$ cat src/rtl/dsp_axis_join_pipe.sv
// Three-stream AXI-Stream arithmetic join feeding a bubble-collapsing, stallable register pipeline.
// Optional TLAST agreement check enabled by defining DSP_AXIS_LAST_CHECK_EN.
module dsp_axis_join_pipe #(
    parameter int DATA_WIDTH  = 16,
    parameter int PIPE_STAGES = 2
) (
    input  logic                    clk,
    input  logic                    reset,
    input  logic [DATA_WIDTH-1:0]   s_axis_data_a,
    input  logic [DATA_WIDTH-1:0]   s_axis_data_b,
    input  logic [DATA_WIDTH-1:0]   s_axis_data_c,
    input  logic                    s_axis_valid_a,
    input  logic                    s_axis_valid_b,
    input  logic                    s_axis_valid_c,
    input  logic                    s_axis_last_a,
    input  logic                    s_axis_last_b,
    input  logic                    s_axis_last_c,
    output logic                    s_axis_ready_a,
    output logic                    s_axis_ready_b,
    output logic                    s_axis_ready_c,
    input  logic [1:0]              mode,
    output logic [2*DATA_WIDTH:0]   m_axis_data,
    output logic                    m_axis_valid,
    output logic                    m_axis_last,
    input  logic                    m_axis_ready,
    output logic                    err_last_mismatch
);

    localparam int RW = 2*DATA_WIDTH + 1;

    logic                   all_valid;
    logic                   can_accept;
    logic                   join_fire;
    logic                   join_last;
    logic signed [RW-1:0]   ea, eb, ec;
    logic signed [RW-1:0]   join_data;

    logic [PIPE_STAGES-1:0] stg_valid;
    logic [PIPE_STAGES-1:0] stg_last;
    logic [PIPE_STAGES-1:0] stg_ready;
    logic [RW-1:0]          stg_data [PIPE_STAGES];

    logic [PIPE_STAGES:0]   src_valid;
    logic [PIPE_STAGES:0]   src_last;
    logic [RW-1:0]          src_data [PIPE_STAGES+1];

    assign all_valid  = s_axis_valid_a & s_axis_valid_b & s_axis_valid_c;
    assign can_accept = stg_ready[0];
    assign join_fire  = all_valid & can_accept;
    assign join_last  = s_axis_last_a & s_axis_last_b & s_axis_last_c;

    assign s_axis_ready_a = join_fire;
    assign s_axis_ready_b = join_fire;
    assign s_axis_ready_c = join_fire;

    // Full-width signed arithmetic: result width covers every mode without overflow.
    always_comb begin
        ea = {{(RW-DATA_WIDTH){s_axis_data_a[DATA_WIDTH-1]}}, s_axis_data_a};
        eb = {{(RW-DATA_WIDTH){s_axis_data_b[DATA_WIDTH-1]}}, s_axis_data_b};
        ec = {{(RW-DATA_WIDTH){s_axis_data_c[DATA_WIDTH-1]}}, s_axis_data_c};
        join_data = '0;
        unique case (mode)
            2'd0: join_data = (ea + eb) * ec;
            2'd1: join_data = (ea - eb) * ec;
            2'd2: join_data = ea * eb + ec;
            2'd3: join_data = ea * eb - ec;
        endcase
    end

    // A stage may load when it, or any stage downstream of it, is empty, or the output drains.
    always_comb begin
        logic        acc;
        int unsigned idx;
        acc       = m_axis_ready;
        stg_ready = '0;
        for (int unsigned i = 0; i < PIPE_STAGES; i++) begin
            idx            = PIPE_STAGES - 1 - i;
            acc            = acc | ~stg_valid[idx];
            stg_ready[idx] = acc;
        end
    end

    always_comb begin
        src_valid   = {stg_valid, join_fire};
        src_last    = {stg_last, join_last};
        src_data[0] = join_data;
        for (int unsigned i = 0; i < PIPE_STAGES; i++) begin
            src_data[i+1] = stg_data[i];
        end
    end

    always_ff @(posedge clk) begin
        if (reset) begin
            stg_valid <= '0;
            stg_last  <= '0;
            for (int unsigned i = 0; i < PIPE_STAGES; i++) begin
                stg_data[i] <= '0;
            end
        end else begin
            for (int unsigned i = 0; i < PIPE_STAGES; i++) begin
                if (stg_ready[i]) begin
                    stg_valid[i] <= src_valid[i];
                    stg_last[i]  <= src_valid[i] & src_last[i];
                    if (src_valid[i]) begin
                        stg_data[i] <= src_data[i];
                    end
                end
            end
        end
    end

    assign m_axis_valid = stg_valid[PIPE_STAGES-1];
    assign m_axis_last  = stg_last[PIPE_STAGES-1];
    assign m_axis_data  = stg_data[PIPE_STAGES-1];

`ifdef DSP_AXIS_LAST_CHECK_EN
    always_ff @(posedge clk) begin
        if (reset) begin
            err_last_mismatch <= 1'b0;
        end else if (join_fire &&
                     !(s_axis_last_a == s_axis_last_b && s_axis_last_b == s_axis_last_c)) begin
            err_last_mismatch <= 1'b1;
        end
    end
`else
    assign err_last_mismatch = 1'b0;
`endif

endmodule

$ cat config.mk
export PLATFORM = sky130hd
export DESIGN_NAME = dsp_axis_join_pipe
export DESIGN_NICKNAME = d
export VERILOG_FILES = /design/src/rtl/dsp_axis_join_pipe.sv
export SDC_FILE = /design/constraint.sdc
export NUM_CORES = 2
export LEC_CHECK = 0
export ABC_AREA = 1
export CAP_MARGIN = 20
export CELL_PAD_IN_SITES_DETAIL_PLACEMENT = 1
export CELL_PAD_IN_SITES_GLOBAL_PLACEMENT = 2
export CORE_MARGIN = 1.5
export CORE_UTILIZATION = 40
export CTS_BUF_LIST = sky130_fd_sc_hd__clkbuf_2
export CTS_CLUSTER_DIAMETER = 60
export DETAILED_ROUTE_END_ITERATION = 6
export GPL_ROUTABILITY_DRIVEN = 1
export PLACE_DENSITY_LB_ADDON = 0.3
export SLEW_MARGIN = 20
export SYNTH_ARGS = -nofsm -noshare
export SYNTH_HDL_FRONTEND = slang
export SYNTH_SLANG_ARGS = --single-unit
$ cat constraint.sdc
create_clock -name clk -period 10.1 [get_ports clk]
set_input_delay 1.01 -clock clk [delete_from_list [all_inputs] [get_ports clk]]
set_output_delay 1.01 -clock clk [all_outputs]
set_load 0.01 [all_outputs]
==> impl_metrics.prom <==
# TYPE chip_impl_metric gauge
chip_impl_metric{name="fin_crit",unit="ps"} 9350
chip_impl_metric{name="cts_buffer_depth",unit=""} 2
chip_impl_metric{name="cts-resized-gates",unit=""} 0
chip_impl_metric{name="async_flop_share",unit=""} 0
chip_impl_metric{name="path_clk_slew",unit="ps"} 220
chip_impl_metric{name="finClkSkew",unit="ps"} 32.5
chip_impl_metric{name="remaining_number_of_nets_flagged_by_the_antenna_check_after_routing",unit=""} 0
chip_impl_metric{name="gp_congestion",unit=""} 0.946
chip_impl_metric{name="instances_no_fill",unit=""} 6284
chip_impl_info{name="worst_path_max_delay_cell",value="sky130_fd_sc_hd__fa_1"} 1
chip_impl_info{name="yosys.cell_count.top_type",value="sky130_fd_sc_hd__inv_1"} 1
chip_impl_metric{name="grt_max_degree",unit=""} 54
chip_impl_metric{name="routed_wire_length_per_instance",unit="um"} 22.7
chip_impl_metric{name="drt_first_iter_violations",unit=""} 1894
chip_impl_metric{name="hold_viol_final",unit=""} 0
chip_impl_metric{name="antenna_found_initial",unit=""} 0
chip_impl_metric{name="floorplan.core_area",unit="mm^2"} 0.0949
chip_impl_metric{name="design.portCount",unit=""} 98
chip_impl_info{name="path_common_cell",value="sky130_fd_sc_hd__fa_1"} 1
chip_impl_metric{name="grt_first_pass_wirelength",unit="mm"} 223
chip_impl_info{name="tritoncts_clock_tree",value="built"} 1
chip_impl_metric{name="min_period_over_period",unit=""} 0.926
chip_impl_info{name="rsz0062_at_grt",value="false"} 1
chip_impl_metric{name="timing_worst_slew_pin_value",unit="ps"} 1130
chip_impl_metric{name="synth_unique_cells",unit=""} 61
chip_impl_metric{name="floorplan.initialDensity",unit=""} 0.404
chip_impl_metric{name="grt_remaining_overflow",unit=""} 0
chip_impl_info{name="route.top_layer_used",value="met4"} 1
chip_impl_info{name="worstSetupStartpointType",value="input port"} 1
chip_impl_metric{name="number_of_post_cts_setup_repair_buffers",unit=""} 0
chip_impl_metric{name="clock_sinks",unit=""} 70
chip_impl_metric{name="wl_met2",unit="mm"} 70.4
chip_impl_metric{name="h-tree-depth",unit=""} 3
chip_impl_metric{name="synth-warning-count",unit=""} 0
chip_impl_metric{name="timing.final.setup_violations",unit=""} 0
chip_impl_metric{name="place_hpwl",unit="mm"} 123
chip_impl_metric{name="synth_edf_count",unit=""} 66
chip_impl_metric{name="maxCapViolCount",unit=""} 0
chip_impl_metric{name="syn_inst",unit=""} 4928
chip_impl_metric{name="routed_wirelength",unit="mm"} 142
chip_impl_metric{name="vias_per_cell",unit=""} 5.18
chip_impl_metric{name="row_count",unit=""} 113
chip_impl_metric{name="yosysSeqAreaShare",unit=""} 0.0538
chip_impl_metric{name="max_slew_margin",unit=""} 0.247
chip_impl_metric{name="vias",unit=""} 32500
chip_impl_metric{name="routedLengthMet1",unit="mm"} 61.3
chip_impl_metric{name="firstDrtPassIters",unit=""} 5
chip_impl_metric{name="totalNegativeSetupSlack",unit="ps"} 0
chip_impl_metric{name="highest_achievable_clock_rate",unit="MHz"} 107
chip_impl_metric{name="yosysTopAreaCellShare",unit=""} 0.427
chip_impl_metric{name="yosys_register_bits",unit=""} 70
chip_impl_info{name="status",value="complete, no violations"} 1
chip_impl_info{name="clockRootBuffer",value="sky130_fd_sc_hd__clkbuf_2"} 1
chip_impl_metric{name="port_buffers",unit=""} 96
chip_impl_info{name="worstHoldPathType",value="flop to flop"} 1
chip_impl_metric{name="holdWs",unit="ps"} 478
chip_impl_metric{name="met3_length",unit="mm"} 5.93
chip_impl_metric{name="syn_avg_cell_area",unit="um^2"} 7.77
chip_impl_info{name="ys_top_cells_by_count",value="1,324 x sky130_fd_sc_hd__inv_1, 981 x sky130_fd_sc_hd__nand2_1, 817 x sky130_fd_sc_hd__fa_1"} 1
chip_impl_metric{name="crit_path_max_incr_delay",unit="ps"} 590
chip_impl_metric{name="flow.area_growth_from_synthesis",unit="%"} 7.75
chip_impl_metric{name="share_of_post_route_cells_with_drive_strength_above_1",unit=""} 0.0448
chip_impl_metric{name="cts_buffers",unit=""} 9
chip_impl_metric{name="track_usage",unit=""} 0.301
chip_impl_info{name="worst_setup_path_end_kind",value="flop"} 1
chip_impl_metric{name="cts_hold_repair.buffers",unit=""} 0
chip_impl_metric{name="num-nets-final",unit=""} 6207
chip_impl_metric{name="die_area",unit="mm^2"} 0.0976
chip_impl_info{name="dominantRegCellSynth",value="sky130_fd_sc_hd__edfxtp_1"} 1
chip_impl_metric{name="required",unit="ps"} 10410
chip_impl_metric{name="post-route-drc-count",unit=""} 0
chip_impl_metric{name="critPathArrivalTime",unit="ps"} 9660
chip_impl_metric{name="worstSkewPairLatency",unit="ps"} 530
chip_impl_metric{name="fp.dieH",unit="um"} 312
chip_impl_metric{name="final-max-slew-violation-count",unit=""} 0
chip_impl_info{name="yosys-top-cells-area",value="sky130_fd_sc_hd__fa_1 43%, sky130_fd_sc_hd__inv_1 13%, sky130_fd_sc_hd__ha_1 10%"} 1
chip_impl_metric{name="die_w",unit="um"} 312
chip_impl_metric{name="first_global_vias",unit=""} 36600
chip_impl_metric{name="dp_cells",unit=""} 6267
chip_impl_info{name="timing.setup.critical_path_class",value="input port to flop"} 1
chip_impl_info{name="synthDominantAreaCellType",value="sky130_fd_sc_hd__fa_1"} 1
chip_impl_metric{name="cp_max_fo",unit=""} 16
chip_impl_metric{name="synthesis.area",unit="mm^2"} 0.0383
chip_impl_metric{name="syn-num-nets",unit=""} 6122
-- critical path, delay by kind of cell --
| family | cells | cell delay [ps] |
|---|---|---|
| AOI/OAI and AO/OA | 6 | 1500 |
| adders and majority gates | 9 | 4220 |
| buffers and inverters | 8 | 1630 |
| and+or+nand+nor | 8 | 1250 |
-- worst paths after layout --
path                     from               to  slack (ps)  depth (start not counted)
max reg2reg      stg_valid[1]  stg_data[0][16]        7350                         12
min reg2reg       stg_last[0]      stg_last[1]         480                          2
min               stg_last[0]      stg_last[1]         480                          2
max          s_axis_data_b[0]  stg_data[0][25]         750                         31
-- per-layer routing --
layer / vias to the layer above / GRT usage
li1: 14700 / -
met1: 16900 / 0.398
met2: 759 / 0.529
met3: 204 / 0.0226
met4: 0 / 0.0865
met5: - / 0
-- metrics by stage --
step / worst slack [ps] / instance area (um^2) / utilization
after floorplan: 1880 / 38300 / -
after CTS: 903 / 41300 / 0.435
after global placement: 313 / 41200 / 0.434
after global routing: 429 / 41300 / 0.435
after detailed placement: 314 / 41200 / 0.434
final: 751 / 41300 / 0.435
-- state kept, by name, indices dropped and copies added, names as in the netlist --
signal and flops:
stg_last 2, stg_data 66, stg_valid 2
-- area by class of cell --
cell class | instances | area, um^2
Fill cell | 11800 | 53600
Clock buffer | 9 | 45.0
Multi-Input combinational cell | 3362 | 30600
Clock inverter | 7 | 41.3
Antenna cell | 1 | 2.50
Sequential cell | 70 | 2060
Timing Repair Buffer | 223 | 1910
Inverter | 1347 | 5060
Tap cell | 1265 | 1580
-- cell families (layout without fill, tap and decap cells) --
kind of cell | after synthesis | count (layout) | share of synthesized area
AOI/OAI and AO/OA | 457 | 457 | 0.0674
xor gates and xnor gates | 72 | 72 | 0.0165
adders and majority gates | 1135 | 1135 | 0.531
buffers and inverters | 1496 | 1586 | 0.149
DFF | 70 | 70 | 0.0538
other | 1 | 2 | 0.0000979
and+or+nand+nor | 1697 | 1697 | 0.183
-- cell usage in the layout (no fill, tap or decap), drive strengths merged, types with 2 or more instances in the layout --
cell | netlist | routed
inv | 1339 | 1339
nand2 | 1000 | 1000
fa | 817 | 817
nor2 | 410 | 410
ha | 318 | 318
a21oi | 201 | 201
nand3 | 168 | 168
o21ai | 149 | 149
buf | 29 | 127
clkdlybuf4s50 | 0 | 96
edfxtp | 66 | 66
xor2 | 45 | 45
nor3 | 40 | 40
or2 | 33 | 33
xnor2 | 27 | 27
a31oi | 24 | 24
nand4 | 23 | 23
a21o | 20 | 20
o21bai | 18 | 18
clkinv | 8 | 13
nor4 | 12 | 12
a21boi | 12 | 12
o21a | 9 | 9
clkbuf | 120 | 9
o211ai | 6 | 6
nand3b | 6 | 6
o31ai | 4 | 4
a211oi | 4 | 4
dfxtp | 4 | 4
and3 | 3 | 3
o221ai | 2 | 2
a221oi | 2 | 2
clkinvlp | 0 | 2
a31o | 2 | 2
Power is not shown: default switching activity piles up to over one toggle a cycle in this logic, so the estimate is an artifact.
